<file path="config.mk">
export PLATFORM = sky130hd
export DESIGN_NAME = seg7_scan_ctrl
export DESIGN_NICKNAME = d
export VERILOG_FILES = /design/src/rtl/seg7_pkg.sv /design/src/rtl/seg7_hex_lut.sv /design/src/rtl/seg7_scan_ctrl.sv
export SDC_FILE = /design/constraint.sdc
export NUM_CORES = 1
export LEC_CHECK = 0
export ABC_AREA = 1
export CORE_UTILIZATION = 59
export DETAILED_ROUTE_END_ITERATION = 16
export PLACE_DENSITY = 0.8
export SETUP_SLACK_MARGIN = 0.3
export SYNTH_ARGS = -nofsm -noshare
export SYNTH_HDL_FRONTEND = slang
export SYNTH_SLANG_ARGS = --single-unit
</file>
<file path="constraint.sdc">
create_clock -name clk -period 3.35 [get_ports clk]
set_clock_uncertainty 0.1 [all_clocks]
set_input_delay 0.335 -clock clk [delete_from_list [all_inputs] [get_ports clk]]
set_output_delay 0.335 -clock clk [all_outputs]
set_load 0.02 [all_outputs]
</file>
<file path="src/rtl/seg7_pkg.sv">
// seg7_pkg: shared state type, blank pattern and hex glyph table for the 7-segment scan controller
//   Exports: state_t (ST_IDLE/ST_BLANK/ST_DRIVE), SEG_BLANK, GLYPHS, hex_to_seg(nibble)
package seg7_pkg;
  typedef enum logic [1:0] {ST_IDLE, ST_BLANK, ST_DRIVE} state_t;
  localparam logic [6:0] SEG_BLANK = 7'h7F;
  localparam logic [6:0] GLYPHS [16] = '{
    7'h40, 7'h79, 7'h24, 7'h30, 7'h19, 7'h12, 7'h02, 7'h78,
    7'h00, 7'h10, 7'h08, 7'h03, 7'h46, 7'h21, 7'h06, 7'h0E
  };
  function automatic logic [6:0] hex_to_seg(input logic [3:0] nibble);
    return GLYPHS[nibble];
  endfunction
endpackage

</file>
<file path="src/rtl/seg7_hex_lut.sv">
// seg7_hex_lut: combinational hex nibble to active-low segment pattern (a..g on bits 0..6)
//   nibble in  4  hex digit
//   seg    out 7  active-low segments
module seg7_hex_lut
  import seg7_pkg::*;
(
  input  logic [3:0] nibble,
  output logic [6:0] seg
);
  always_comb seg = hex_to_seg(nibble);
endmodule

</file>
<file path="src/rtl/seg7_scan_ctrl.sv">
// seg7_scan_ctrl: time-multiplexed common-anode 7-segment scan controller with double-buffered digits
//   clk, rst_n (sync, active-low), enable (scan run), wr_en/wr_addr/wr_data (shadow store write)
//   seg_n (active-low segments), dig_n (active-low digit selects), frame_done (pulse on frame wrap)
//   Option macro SEG7_LEADING_ZERO_BLANK_EN: blank leading zero digits (digit 0 always shown)
module seg7_scan_ctrl
  import seg7_pkg::*;
#(
  parameter int NUM_DIGITS  = 4,
  parameter int DIGIT_TICKS = 50000,
  parameter int BLANK_TICKS = 500
) (
  input  logic                          clk,
  input  logic                          rst_n,
  input  logic                          enable,
  input  logic                          wr_en,
  input  logic [$clog2(NUM_DIGITS)-1:0] wr_addr,
  input  logic [3:0]                    wr_data,
  output logic [6:0]                    seg_n,
  output logic [NUM_DIGITS-1:0]         dig_n,
  output logic                          frame_done
);
  localparam int AW = $clog2(NUM_DIGITS);
  localparam int CW = $clog2((DIGIT_TICKS > BLANK_TICKS ? DIGIT_TICKS : BLANK_TICKS) + 1);
  localparam logic [CW-1:0] BT_LAST = CW'(BLANK_TICKS > 0 ? BLANK_TICKS - 1 : 0);
  localparam logic [CW-1:0] DT_LAST = CW'(DIGIT_TICKS - 1);
  localparam logic [AW-1:0] LAST_IDX = AW'(NUM_DIGITS - 1);
  localparam state_t ST_NEXT = BLANK_TICKS == 0 ? ST_DRIVE : ST_BLANK;
  state_t state, nxt_state;
  logic [AW-1:0] idx, nxt_idx;
  logic [CW-1:0] cnt, nxt_cnt;
  logic [3:0] shadow [NUM_DIGITS];
  logic [3:0] active [NUM_DIGITS];
  logic [3:0] nxt_active [NUM_DIGITS];
  logic wrap, copy, lz;
  logic [3:0] lut_in;
  logic [6:0] lut_seg;
  always_comb begin
    nxt_state = state;
    nxt_idx = idx;
    nxt_cnt = cnt + 1'b1;
    wrap = 1'b0;
    if (!enable) begin
      nxt_state = ST_IDLE;
      nxt_idx = '0;
      nxt_cnt = '0;
    end else begin
      case (state)
        ST_IDLE: begin
          nxt_state = ST_NEXT;
          nxt_idx = '0;
          nxt_cnt = '0;
        end
        ST_BLANK: if (cnt == BT_LAST) begin
          nxt_state = ST_DRIVE;
          nxt_cnt = '0;
        end
        ST_DRIVE: if (cnt == DT_LAST) begin
          nxt_state = ST_NEXT;
          nxt_cnt = '0;
          wrap = idx == LAST_IDX;
          nxt_idx = wrap ? '0 : idx + 1'b1;
        end
        default: nxt_state = ST_IDLE;
      endcase
    end
    // The display path looks at the store as it will be after this edge, so a
    // wrap copy is visible in the very first driven cycle of the new frame.
    copy = wrap || state == ST_IDLE;
    for (int i = 0; i < NUM_DIGITS; i++) nxt_active[i] = copy ? shadow[i] : active[i];
    lut_in = nxt_active[nxt_idx];
`ifdef SEG7_LEADING_ZERO_BLANK_EN
    lz = nxt_idx != '0;
    for (int i = 0; i < NUM_DIGITS; i++)
      if (i >= int'(nxt_idx) && nxt_active[i] != 4'h0) lz = 1'b0;
`else
    lz = 1'b0;
`endif
  end
  seg7_hex_lut u_lut (.nibble(lut_in), .seg(lut_seg));
  always_ff @(posedge clk) begin
    if (!rst_n) begin
      state <= ST_IDLE;
      idx <= '0;
      cnt <= '0;
      seg_n <= SEG_BLANK;
      dig_n <= '1;
      frame_done <= 1'b0;
      for (int i = 0; i < NUM_DIGITS; i++) begin
        shadow[i] <= '0;
        active[i] <= '0;
      end
    end else begin
      state <= nxt_state;
      idx <= nxt_idx;
      cnt <= nxt_cnt;
      frame_done <= wrap;
      seg_n <= (nxt_state == ST_DRIVE && !lz) ? lut_seg : SEG_BLANK;
      dig_n <= nxt_state == ST_DRIVE ? ~({{(NUM_DIGITS-1){1'b0}}, 1'b1} << nxt_idx) : '1;
      for (int i = 0; i < NUM_DIGITS; i++) active[i] <= nxt_active[i];
      if (wr_en && int'(wr_addr) < NUM_DIGITS) shadow[wr_addr] <= wr_data;
    end
  end
endmodule

</file>
==> flow_summary_export.csv <==
group,metric,value,unit
run_status,status,"complete, no violations",
setup_path,worst-path-max-fanout,22,
sta,fin_crit,2740,ps
sta,maxSlewViolCount,0,
setup_path,crit_top_cell,"nand2_1",
hold_path,worstHoldEndpoint,"cnt[0]",
place,place_area,3466,sq um
drt,avgRoutedWirePerCell,11.50,um
finish,finish.utilization,69.59,%
setup_path,r2r_slack,610,ps
grt,antenna_found_initial,0,
power_and_ir_drop,comb_power_share,10.1,%
synth,synth_fp_nets,431,
die,num_rows,26,
drt,firstDrtPassIters,4,
sta,fmax,365.0,MHz
synth,synth_top_cell_area_share,29.70,%
setup_path,path_cells,"ha_1 -> nand3_2 -> nor2_4 -> nand3_4 -> nand2_4 -> nand2_1 -> o21a_1 -> nand2_1 -> nand2_1 -> nor2_4 -> inv_1 -> ha_1 -> nand2_4 -> nand2_1 -> nand2_1 -> nand3_1",
power_and_ir_drop,sw_frac_of_total,25.48,%
power_and_ir_drop,p_clk_share,35.6,%
die,die_area,5784,sq um
hold_path,holdPathStages,1,
synth,synth-seq-cells,64,
synth,synth.area.top_cells,"dfxtp_1 (30%), edfxtp_1 (15%), nand2_1 (12%), nor2_1 (5.6%), nand3_1 (5.3%)",
sta,tightest_slew,915.4,ps
power_and_ir_drop,p_int,1141,uW
sta,final-setup-viol-count,0,
clock_tree,cts_tree,"done",
synth,syn_inst,413,
die,die_height,76.06,um
die,die_width,76.06,um
drt,drtIter0Drc,118,
synth,synth-edff-count,16,
clock_tree,postCtsSetupRepairBufs,0,
synth,synth_cell_types,37,
sta,hold_viol,0,
clock_tree,cts_htree_levels,3,
finish,final_nets,454,
synth,synth_ff_type,"dfxtp_1",
power_and_ir_drop,p_leak,0.001556,uW
setup_path,critPathMaxStageDelay,350,ps
drt,drc,0,
setup_path,crit_path_start_kind,"flop",
grt,grt_max_degree,23,
drt,wirelength,5876,um
place,dp_cells,495,
place,dpl.hpwl,4487,um
synth,avgSynthCellArea,7.834,sq um
clock_tree,clk_pin_slew,70,ps
synth,synth_warnings,0,
sta,tns,0,ps
clock_tree,insertion_delay,330,ps
clock_tree,cts_resized,0,
drt,num_vias,2521,
synth,synthTopCellsByCount,"nand2_1 (107), dfxtp_1 (48), nor2_1 (48)",
power_and_ir_drop,p_per_area,422.9,nW/um^2
setup_path,worst_path_max_delay_cell,"dfxtp_1",
drt,drtAntennaViolNets,0,
setup_path,crit_type,"reg -> reg",
finish,layout-drive-gt1-share,12.93,%
power_and_ir_drop,seqPwrFrac,54.3,%
clock_tree,holdBufCountCts,0,
place,gp_congestion,0.8840,
synth,async_flop_share,0,%
setup_path,cp.required,3440,ps
clock_tree,numCtsBuffers,9,
setup_path,cp-end-kind,"flop",
clock_tree,clockBufferDepth,2,
finish,stdcell_area,3622,sq um
sta,timing.hold.ws,348.2,ps
finish,syn2layout_area_growth,11.95,%
hold_path,hp-class,"reg -> reg",
power_and_ir_drop,switching_power,390.3,uW
synth,synth_area,3236,sq um
clock_tree,clock_sinks,64,
job,cap_violations,0,
setup_path,r2r-start,"cnt[0]",
clock_tree,cts_root_buf,"clkbuf_8",
drt,viasPerCell,4.933,
sta,finalCritPeriodShare,81.79,%
place,port_buffers,21,
sta,max-slew-margin-rel,38.98,%
grt,grt_pass1_vias,2304,
power_and_ir_drop,ir_drop,0.2968,mV
synth,yosysSeqAreaShare,44.55,%
sta,grt_setup_unrepaired,"no",
synth,synth.most_common_cell,"nand2_1",
grt,grt_use_total,22.02,%
finish,diodes,0,
finish,stdcell_count,511,
setup_path,r2r_end,"seg_n[3]",
grt,gr-total-overflow,0,
finish,fillers,425,
setup_path,reg2regPathDepth,16,
setup_path,arrival,2830,ps
die,coreArea,5205,sq um
die,start_util,62.16,%
grt,grt_first_pass_wirelength,10160,um
die,pin_count,22,
synth,yosysTopAreaCell,"dfxtp_1",
hold_path,hold_start,"cnt[0]",
[worst max path at each step]
stage | startpoint | to | slack (ps)
final | cnt[0] | seg_n[3] | 610
after global routing | cnt[0] | seg_n[3] | 320
after CTS | cnt[0] | seg_n[3] | 590
after detailed placement | enable | seg_n[3] | 300
after global placement | enable | seg_n[1] | 390
after floorplan | cnt[0] | seg_n[3] | 990
[metal layers]
layer  up-vias  wire length (um)  track usage (%)
li1       1362                 -                -
met1      1096              2872            28.74
met2        57              2713            35.55
met3         6               218            3.234
met4         0                72            11.54
met5         -                 0                0
[final cells by class]
| cell class | instances | area (sq um) | share of cell area (%) |
|---|---|---|---|
| Inverter | 48 | 180.2 | 4.974 |
| Clock inverter | 4 | 21.27 | 0.5872 |
| Sequential cell | 64 | 1441 | 39.79 |
| Timing Repair Buffer | 21 | 210.2 | 5.803 |
| Multi-Input combinational cell | 292 | 1546 | 42.69 |
| Clock buffer | 12 | 135.1 | 3.731 |
| Tap cell | 70 | 87.58 | 2.418 |
[worst max-delay path: cells and delay by family (launching register included)]
| kind | cells | cell delay [ps] |
|---|---|---|
| compound gates | 1 | 130 |
| fa+ha+maj | 2 | 470 |
| buf+inv | 1 | 100 |
| flops | 1 | 350 |
| simple gates | 12 | 1430 |
[flip-flops by register name, indices dropped and copies added (netlist names)]
signal and cells:
active 16, shadow 16, cnt 16, idx 2
seg_n 7, dig_n 4, frame_done 1, state 2
[per-stage QoR]
stage	power [uW]	setup slack, ps
global route	1594	322.4
floorplan	967.3	990.5
CTS	1540	592.4
global placement	997.4	391.8
detailed placement	1003	299.4
finish	1532	610.1
[cell families after synthesis]
| kind of cell | synth area share, % |
|---|---|
| AOI/OAI and AO/OA | 5.143 |
| adders and majority gates | 3.094 |
| DFF | 44.55 |
| buffers and inverters | 7.656 |
| and+or+nand+nor | 37.66 |
| xor gates and xnor gates | 1.895 |
[placed cells by master (no fill, tap or decap), types with 5 or more instances in the layout]
cell             Yosys  layout
nor2_4               5       5
xor2_1               6       6
nand2_4              5       5
ha_1                 8       8
a21oi_1             17      17
nand3_1             34      34
nor2_2               8       8
dfxtp_1             48      48
nor3_1              10      10
nand2_2             15      15
edfxtp_1            16      16
nand2_1            107     107
o21a_1               6       6
nor2_1              48      48
inv_1               44      44
clkdlybuf4s50_1      0      21
clkbuf_8             0       9
[power by group through the flow]
| stage | combinational [uW] | sequential (uW) | clock, uW |
|---|---|---|---|
| finish | 154 | 832 | 546 |
| global route | 176 | 834 | 584 |
| CTS | 154 | 832 | 553 |
| detailed placement | 154 | 849 | 0 |
| global placement | 150 | 848 | 0 |
| floorplan | 122 | 846 | 0 |
No activity file was read; power rests on OpenSTA's default activity.
